<file path="src/rtl/noc_pkg.sv">
// Shared NoC definitions: flit type codes and head-flit field offsets.
// Reused by the router, packetizer and depacketizer.
package noc_pkg;

  localparam logic [1:0] FLIT_HEAD = 2'b01;
  localparam logic [1:0] FLIT_BODY = 2'b10;
  localparam logic [1:0] FLIT_TAIL = 2'b11;

  // Head layout from the MSB down: type, DEST, SRC, SEQ, then zero padding.
  function automatic int dest_lsb(input int dw, input int tw, input int iw);
    return dw - tw - iw;
  endfunction

  function automatic int src_lsb(input int dw, input int tw, input int iw);
    return dw - tw - 2 * iw;
  endfunction

  function automatic int seq_lsb(input int dw, input int tw, input int iw);
    return dw - tw - 3 * iw;
  endfunction

endpackage

</file>
<file path="src/rtl/noc_packetizer_if.sv">
// Payload-in / flit-out handshake bundle of the packetizer.
// The slave modport is the packetizer side; master is its environment.
interface noc_packetizer_if #(
  parameter int DATA_WIDTH = 32,
  parameter int TYPE_WIDTH = 2,
  parameter int ID_WIDTH   = 8
);
  logic [ID_WIDTH-1:0]              in_dest;
  logic [DATA_WIDTH-TYPE_WIDTH-1:0] in_data;
  logic                             in_valid;
  logic                             in_ready;
  logic [DATA_WIDTH-1:0]            out_data;
  logic                             out_valid;
  logic                             out_ready;

  modport master (
    output in_dest, in_data, in_valid, out_ready,
    input  in_ready, out_data, out_valid
  );

  modport slave (
    input  in_dest, in_data, in_valid, out_ready,
    output in_ready, out_data, out_valid
  );
endinterface

</file>
<file path="src/rtl/noc_packetizer.sv">
// Source-side NoC network interface: wraps payload words into HEAD/BODY../TAIL
// packets of FlitPerPacket flits behind a registered valid/ready output.
module noc_packetizer
  import noc_pkg::*;
#(
  parameter int INDEX         = 0,
  parameter int DATA_WIDTH    = 32,
  parameter int TYPE_WIDTH    = 2,
  parameter int ID_WIDTH      = 8,
  parameter int FlitPerPacket = 6
) (
  input  logic                  clk,
  input  logic                  rst,
  noc_packetizer_if.slave       io,
  output logic                  busy
);

  localparam int CNT_WIDTH = $clog2(FlitPerPacket);
  localparam int DEST_LSB  = dest_lsb(DATA_WIDTH, TYPE_WIDTH, ID_WIDTH);
  localparam int SRC_LSB   = src_lsb(DATA_WIDTH, TYPE_WIDTH, ID_WIDTH);
  localparam int SEQ_LSB   = seq_lsb(DATA_WIDTH, TYPE_WIDTH, ID_WIDTH);

  localparam logic [0:0] IDLE    = 1'b0;
  localparam logic [0:0] PAYLOAD = 1'b1;

  if (FlitPerPacket < 2) begin : g_bad_flits
    $error("noc_packetizer: FlitPerPacket must be >= 2");
  end
  if (DATA_WIDTH < TYPE_WIDTH + 3 * ID_WIDTH) begin : g_bad_width
    $error("noc_packetizer: DATA_WIDTH too small for the head fields");
  end

  logic [0:0]            state;
  logic [CNT_WIDTH-1:0]  cnt;
  logic [ID_WIDTH-1:0]   seq;
  logic [DATA_WIDTH-1:0] out_data_q;
  logic                  out_valid_q;
  logic                  load_en;
  logic                  head_build;
  logic                  word_accept;
  logic                  is_tail;
  logic [DATA_WIDTH-1:0] head_flit;
  logic [DATA_WIDTH-1:0] payload_flit;

  assign load_en     = !out_valid_q || io.out_ready;
  assign io.in_ready = (state == PAYLOAD) && load_en;
  assign head_build  = (state == IDLE) && io.in_valid && load_en;
  assign word_accept = io.in_valid && io.in_ready;
  assign is_tail     = (cnt == CNT_WIDTH'(FlitPerPacket - 2));

  // The head does not consume the payload word; it stays on the bus for the first BODY.
  always_comb begin
    head_flit = '0;
    head_flit[DATA_WIDTH-1 -: TYPE_WIDTH] = TYPE_WIDTH'(FLIT_HEAD);
    head_flit[DEST_LSB +: ID_WIDTH]       = io.in_dest;
    head_flit[SRC_LSB +: ID_WIDTH]        = ID_WIDTH'(INDEX);
    head_flit[SEQ_LSB +: ID_WIDTH]        = seq;
  end

  assign payload_flit = {is_tail ? TYPE_WIDTH'(FLIT_TAIL) : TYPE_WIDTH'(FLIT_BODY), io.in_data};

  always_ff @(posedge clk or negedge rst) begin
    if (!rst) begin
      state       <= IDLE;
      cnt         <= '0;
      seq         <= '0;
      out_data_q  <= '0;
      out_valid_q <= 1'b0;
    end else begin
      if (head_build) begin
        out_data_q  <= head_flit;
        out_valid_q <= 1'b1;
        cnt         <= '0;
        state       <= PAYLOAD;
      end else if (word_accept) begin
        out_data_q  <= payload_flit;
        out_valid_q <= 1'b1;
        if (is_tail) begin
          state <= IDLE;
          seq   <= seq + ID_WIDTH'(1);
        end else begin
          cnt <= cnt + CNT_WIDTH'(1);
        end
      end else if (load_en) begin
        out_valid_q <= 1'b0;
      end
    end
  end

  assign io.out_data  = out_data_q;
  assign io.out_valid = out_valid_q;
  assign busy         = (state == PAYLOAD) || out_valid_q;

endmodule

</file>
<file path="src/flat_wrapper.sv">
// flat-port wrapper written by rule: the top's interface ports become plain ports
module noc_packetizer_flat import noc_pkg::*;
#(
  parameter int INDEX         = 0,
  parameter int DATA_WIDTH    = 32,
  parameter int TYPE_WIDTH    = 2,
  parameter int ID_WIDTH      = 8,
  parameter int FlitPerPacket = 6
)
  (clk, rst, busy, io_in_dest, io_in_data, io_in_valid, io_out_ready, io_in_ready, io_out_data, io_out_valid);
  noc_packetizer_if #(.DATA_WIDTH(DATA_WIDTH), .TYPE_WIDTH(TYPE_WIDTH), .ID_WIDTH(ID_WIDTH)) io_i ();
  input  logic clk;
  input  logic rst;
  output logic busy;
  input wire logic [$bits(io_i.in_dest)-1:0] io_in_dest;
  input wire logic [$bits(io_i.in_data)-1:0] io_in_data;
  input wire logic [$bits(io_i.in_valid)-1:0] io_in_valid;
  input wire logic [$bits(io_i.out_ready)-1:0] io_out_ready;
  output wire logic [$bits(io_i.in_ready)-1:0] io_in_ready;
  output wire logic [$bits(io_i.out_data)-1:0] io_out_data;
  output wire logic [$bits(io_i.out_valid)-1:0] io_out_valid;
  assign io_i.in_dest = io_in_dest;
  assign io_i.in_data = io_in_data;
  assign io_i.in_valid = io_in_valid;
  assign io_i.out_ready = io_out_ready;
  assign io_in_ready = io_i.in_ready;
  assign io_out_data = io_i.out_data;
  assign io_out_valid = io_i.out_valid;
  noc_packetizer #(.INDEX(INDEX), .DATA_WIDTH(DATA_WIDTH), .TYPE_WIDTH(TYPE_WIDTH), .ID_WIDTH(ID_WIDTH), .FlitPerPacket(FlitPerPacket)) u_core (.clk(clk), .rst(rst), .io(io_i), .busy(busy));
endmodule
</file>
<file path="config.mk">
export PLATFORM = sky130hd
export DESIGN_NAME = noc_packetizer_flat
export DESIGN_NICKNAME = d
export VERILOG_FILES = /design/src/rtl/noc_pkg.sv /design/src/rtl/noc_packetizer_if.sv /design/src/rtl/noc_packetizer.sv /design/src/flat_wrapper.sv
export SDC_FILE = /design/constraint.sdc
export NUM_CORES = 1
export LEC_CHECK = 0
export ABC_AREA = 1
export CORE_AREA = 2 2 76 78
export CTS_CLUSTER_DIAMETER = 120
export DETAILED_ROUTE_END_ITERATION = 6
export DIE_AREA = 0 0 78 80
export PLACE_DENSITY = 0.85
export SKIP_CTS_REPAIR_TIMING = 1
export SYNTH_ARGS = -nofsm -noshare
export SYNTH_HDL_FRONTEND = slang
export SYNTH_SLANG_ARGS = --single-unit
</file>
<file path="constraint.sdc">
create_clock -name clk -period 1.27 [get_ports clk]
set_clock_uncertainty 0.05 [all_clocks]
set_input_delay 0.127 -clock clk [delete_from_list [all_inputs] [get_ports clk]]
set_output_delay 0.127 -clock clk [all_outputs]
set_load 0.01 [all_outputs]
</file>
# ---- Word-level counts from Yosys, hierarchy flattened
# Index checks and enable logic that the tools add are counted.
# W data, S select, Z words.
dict set report classes {
  n_addsub 2
  n_eq_ne 2
  muxes 12
  n_bitwise 2
  n_reduce_logical 13
}
# cell n
set op_table {}
lappend op_table {{$mux W32} 2}
lappend op_table {{$mux W3} 3}
lappend op_table {{$add A8 B1 Y8 const B} 1}
lappend op_table {{$mux W1} 7}
lappend op_table {{$logic_and A1 B1 Y1} 4}
lappend op_table {{$reduce_and A2 Y1} 2}
lappend op_table {{$reduce_bool A2 Y1} 2}
lappend op_table {{$add A3 B1 Y3 const B} 1}
lappend op_table {{$eq A3 B3 Y1 const B} 1}
lappend op_table {{$reduce_and A3 Y1} 1}
lappend op_table {{$reduce_bool A3 Y1} 1}
lappend op_table {{$logic_or A1 B1 Y1} 2}
lappend op_table {{$ne A2 B1 Y1 const B} 1}
lappend op_table {{$not A1 Y1} 2}
lappend op_table {{$logic_not A1 Y1} 1}
dict set report word_totals {
  regBits 45
  in_bits 42
  word_cells 36
}

# ---- Depth between registers and ports, before layout
dict set report depth {
  word_depth 6
  ltp_mapped 8
  mapped_depth_nobuf 7
}

# ---- Least setup slack after synthesis
# Ideal clock, no wire load.
dict set report synth_path {
  path_kind {register to register}
  start {reg u_core.out_valid_q, in the netlist u_core.io.out_valid}
  end {reg u_core.out_data_q[14], in the netlist u_core.io.out_data[14]}
  setup_time_ns 0.118
  arrival_ns 1.079
  slack_ns 0.023
  stages_incl_launch_ff 7
  path_buffers 1
  path_cell_list {dfrtp_1 -> inv_1 -> nor2_8 -> nor2_8 -> buf_2 -> nand3_1 -> nand2_1}
}
dict set report synth_between {
  elab_chain_cells 5
}
# item line_no
set synth_rtl {}
lappend synth_rtl {{start: declaration} noc_packetizer.sv:37} ;# logic out_valid_q;
lappend synth_rtl {{start signal: assignment} noc_packetizer.sv:68} ;# out_valid_q <= 1'b0;
lappend synth_rtl {{start signal: assignment} noc_packetizer.sv:72} ;# out_valid_q <= 1'b1;
lappend synth_rtl {{start signal: assignment} noc_packetizer.sv:77} ;# out_valid_q <= 1'b1;
lappend synth_rtl {{$logic_not A1 Y1} noc_packetizer.sv:45} ;# assign load_en = !out_valid_q || io.out_ready;
lappend synth_rtl {{$logic_or A1 B1 Y1} noc_packetizer.sv:45}
lappend synth_rtl {{$logic_and A1 B1 Y1} noc_packetizer.sv:46} ;# assign io.in_ready = (state == PAYLOAD) && load_en;
lappend synth_rtl {{net io_in_ready} flat_wrapper.sv:19} ;# output wire logic [$bits(io_i.in_ready)-1:0] io_in_ready;
lappend synth_rtl {{$logic_and A1 B1 Y1} noc_packetizer.sv:48} ;# assign word_accept = io.in_valid && io.in_ready;
lappend synth_rtl {{$reduce_bool A2 Y1 (no source line)} n/a}
lappend synth_rtl {{end signal: assignment} noc_packetizer.sv:71} ;# out_data_q <= head_flit;
lappend synth_rtl {{end signal: assignment} noc_packetizer.sv:76} ;# out_data_q <= payload_flit;
lappend synth_rtl {{end: declaration} noc_packetizer.sv:36} ;# logic [DATA_WIDTH-1:0] out_data_q;
# The timed path passes the listed nets, and every way through them passes these cells.
# A chain may end at the register's enable or synchronous reset.

# ---- Worst setup path after layout
dict set report layout_path {
  start {reg u_core.out_valid_q, in the netlist u_core.io.out_valid}
  end {reg u_core.out_data_q[13], in the netlist u_core.io.out_data[13]}
}
dict set report layout_between {
  elab_chain_cells 5
}
# item line_no
set layout_rtl {}
lappend layout_rtl {{$logic_not A1 Y1 *} noc_packetizer.sv:45}
lappend layout_rtl {{$logic_or A1 B1 Y1 *} noc_packetizer.sv:45}
lappend layout_rtl {{$logic_and A1 B1 Y1} noc_packetizer.sv:46}
lappend layout_rtl {{$logic_and A1 B1 Y1} noc_packetizer.sv:48}
lappend layout_rtl {{$reduce_bool A2 Y1 (no source line)} n/a}
# Mark *: on every way between the ends. The rest lies on a longest branch, timed or not.

==> results.tsv <==
stage	metric	value	unit
yosys	ys_ff_latch	45	
finish	multi_input_area	1010	um2
critical_path	critPathSlowestCell	dfrtp_1	
sta	setup_violations	44	
clock_network	cts_htree_levels	2	
floorplan	dieArea	6240	um2
sta	worstMarginPinSlew	0.335	ns
finish	fin_nets	391	
job	maxCapViolCount	0	
critical_path	path_delay_family	buffers and inverters	
floorplan	fp-row-count	27	
sta	maxSlewHeadroom	77.6	%
sta	period_share	109	%
yosys	synth_compound_area_share	8.52	%
sta	final-hold-violation-count	0	
placement	pre_cts_slack	-0.381	ns
critical_path	path_cells	inv_2 > nor2_8 > buf_12 > nor2_8 > clkbuf_16 > o21ai_0 > o21ai_1	
yosys	synth_area_leaders	dfrtp_1 53%, nand2_1 14%, o21ai_1 5.6%, nand3_1 4.7%, nor2_1 4.1%	
clock_network	cts_tree	done	
outcome	status	complete, but fails checks	
yosys	syn_area	2130	um2
power	p_leak	0.00196	uW
sta	rsz0062_at_grt	yes	
yosys	synth_nets	287	
detailed_routing	drc_errors	0	
yosys	yosys_warnings	0	
global_route	overflow	0	
detailed_routing	drt_iter0_drc	88	
clock_network	numCtsBuffers	5	
yosys	synth_top_family_by_area	simple AND/OR/NAND/NOR gates	
critical_path	arrival	1.56	ns
floorplan	core_area	5410	um2
finish	num-fill-cells	380	
finish	drive_above_1_share	24.5	%
critical_path	max_stage_delay	0.41	ns
clock_network	cts_buffer_depth	2	
yosys	synthSimpleGateAreaFrac	28.6	%
global_route	grt_pass1_wl	8760	um
critical_path	crit_top_cell	nor2_8	
placement	portBuffers	76	
critical_path	end_kind	register	
power	power_density	1460	nW/um2
floorplan	ios	77	
critical_path	cp.required	1.44	ns
yosys	yosys.area.top_type_share	52.9	%
sta	fin_ws	-0.118	ns
placement	dpl_cell_area	3050	um2
placement	gp_congestion	0.757	
finish	ff_latch_area	1130	um2
global_route	grt_pass1_vias	1973	
outcome	violations	negative setup slack	
critical_path	startpoint_type	register	
sta	fmax	0.720	GHz
global_route	antenna_found_initial	0	
critical_path	crit_buf_inv	3	
detailed_routing	route.antenna.remaining_nets	0	
placement	place_inst	395	
finish	area_delta_synth_final	67.1	%
yosys	yosysTopAreaCell	dfrtp_1	
detailed_routing	first_pass_iters	4	
yosys	synth-seq-area-share	52.9	%
global_route	grtUsageTotal	17.6	%
floorplan	die_h	80	um
critical_path	crit_path_start	u_core.io.out_valid	
detailed_routing	wirelength	6360	um
hold_path	hold_class	input pin to async pin	
yosys	synth.avg_cell_area	8.79	um2
yosys	synth_cell_types	24	
detailed_routing	dr_total_vias	2137	
sta	finalCriticalPeriod	1.39	ns
yosys	synth_xor_xnor_area_share	1.65	%
yosys	synthAdderAreaFrac	1.76	%
yosys	syn_inst	242	
clock_network	cts.sinks	45	
floorplan	initial_utilization	39.4	%
clock_network	cts_root_buffer	clkbuf_8	
clock_network	insertion_delay	0.30	ns
clock_network	cts.clk_slew.worst_paths	0.09	ns
placement	dp_hpwl	3770	um
global_route	grt_max_degree	46	
sta	tns	-2.52	ns
finish	stdcell_count	419	
yosys	synthMuxAreaShare	0	%
sta	drv_slew	0	
finish	diodes	0	
detailed_routing	wire_per_inst	15.2	um
finish	finalInstanceArea	3560	um2
floorplan	die_w	78	um
critical_path	worstSetupPathType	register to register	
critical_path	path_max_fanout	6	
critical_path	r2r_start	u_core.io.out_valid	
power	ir_worst_vdd	0.603	mV
detailed_routing	routed_via_density	5.10	
==> report_power, final <==
part	switching [uW]	internal, uW
clock	473	642
combinational	997	1110
sequential	231	1740
total	1700	3490
==> Yosys cell counts, drive strengths merged <==
cell / n
buf: 9
xor2: 1
nand3: 21
dfrtp: 45
nor3: 1
clkbuf: 1
a21oi: 1
o211ai: 1
inv: 12
nand2: 83
o21ai: 33
xnor2: 3
ha: 3
nor2: 28
==> worst min-delay path: stages <==
cell	delay [ns]
dlygate4sd3_1	0.52
buf_2	0.12
buf_12	0.24
==> worst paths after layout <==
check	endpoint	slack [ns]	depth (start not counted)
worst max-delay path	u_core.io.out_data[13]	-0.12	7
worst min-delay path	u_core.io.out_valid	0.29	3
worst max register to register	u_core.io.out_data[13]	-0.12	7
worst min register to register	u_core.io.out_data[3]	0.43	2
max in group asynchronous	u_core.cnt[2]	0.67	3
min in group clk	u_core.io.out_data[5]	0.32	3
==> cell type report <==
cell class / instances / share of cell area, %
timing repair buffer: 106 / 32.7
sequential: 45 / 31.7
inverter: 12 / 1.55
multi-input combinational: 176 / 28.3
clock inverter: 1 / 0.844
tap: 72 / 2.53
clock buffer: 7 / 2.43
==> sequential cells by signal, indices dropped and copies added, names as in the netlist <==
register	count
u_core.cnt	3
u_core.io.out_data	32
u_core.io.out_valid	1
u_core.seq	8
u_core.state	1
==> per-layer routing <==
layer  track usage, %  vias up  wire, um
met5                0        -         0
met4             6.49        0        76
met1             20.7     1066      2490
met3             4.41       10       344
met2             31.3       77      3450
li1                 -      984         -
==> cells by family after synthesis <==
logic type | count (synthesis)
xor+xnor | 4
fa+ha+maj | 3
compound gates | 35
buf+inv | 22
simple gates | 133
flops | 45
==> through the flow <==
| step | hold WS (ns) | utilization, % | total power [uW] |
|---|---|---|---|
| global placement | 0.0721 | 56.4 | 3570 |
| global route | 0.294 | 65.8 | 5500 |
| detailed placement | 0.0721 | 56.4 | 3640 |
| finish | 0.290 | 65.8 | 5190 |
| CTS | -0.247 | 58.5 | 4760 |
| floorplan | -0.219 | - | 2730 |
==> layout by cell type (no fill, tap or decap), drive strengths merged <==
cell,synthesis,layout
nand2,83,83
dfrtp,45,45
clkdlybuf4s50,0,40
dlymetal6s2s,0,33
o21ai,33,33
buf,9,30
nor2,28,29
nand3,21,21
inv,12,12
clkbuf,1,9
xnor2,3,3
ha,3,3
o211ai,1,1
xor2,1,1
a21oi,1,1
nor3,1,1
bufinv,0,1
dlygate4sd3,0,1
Power figures use the tool's default switching activity.
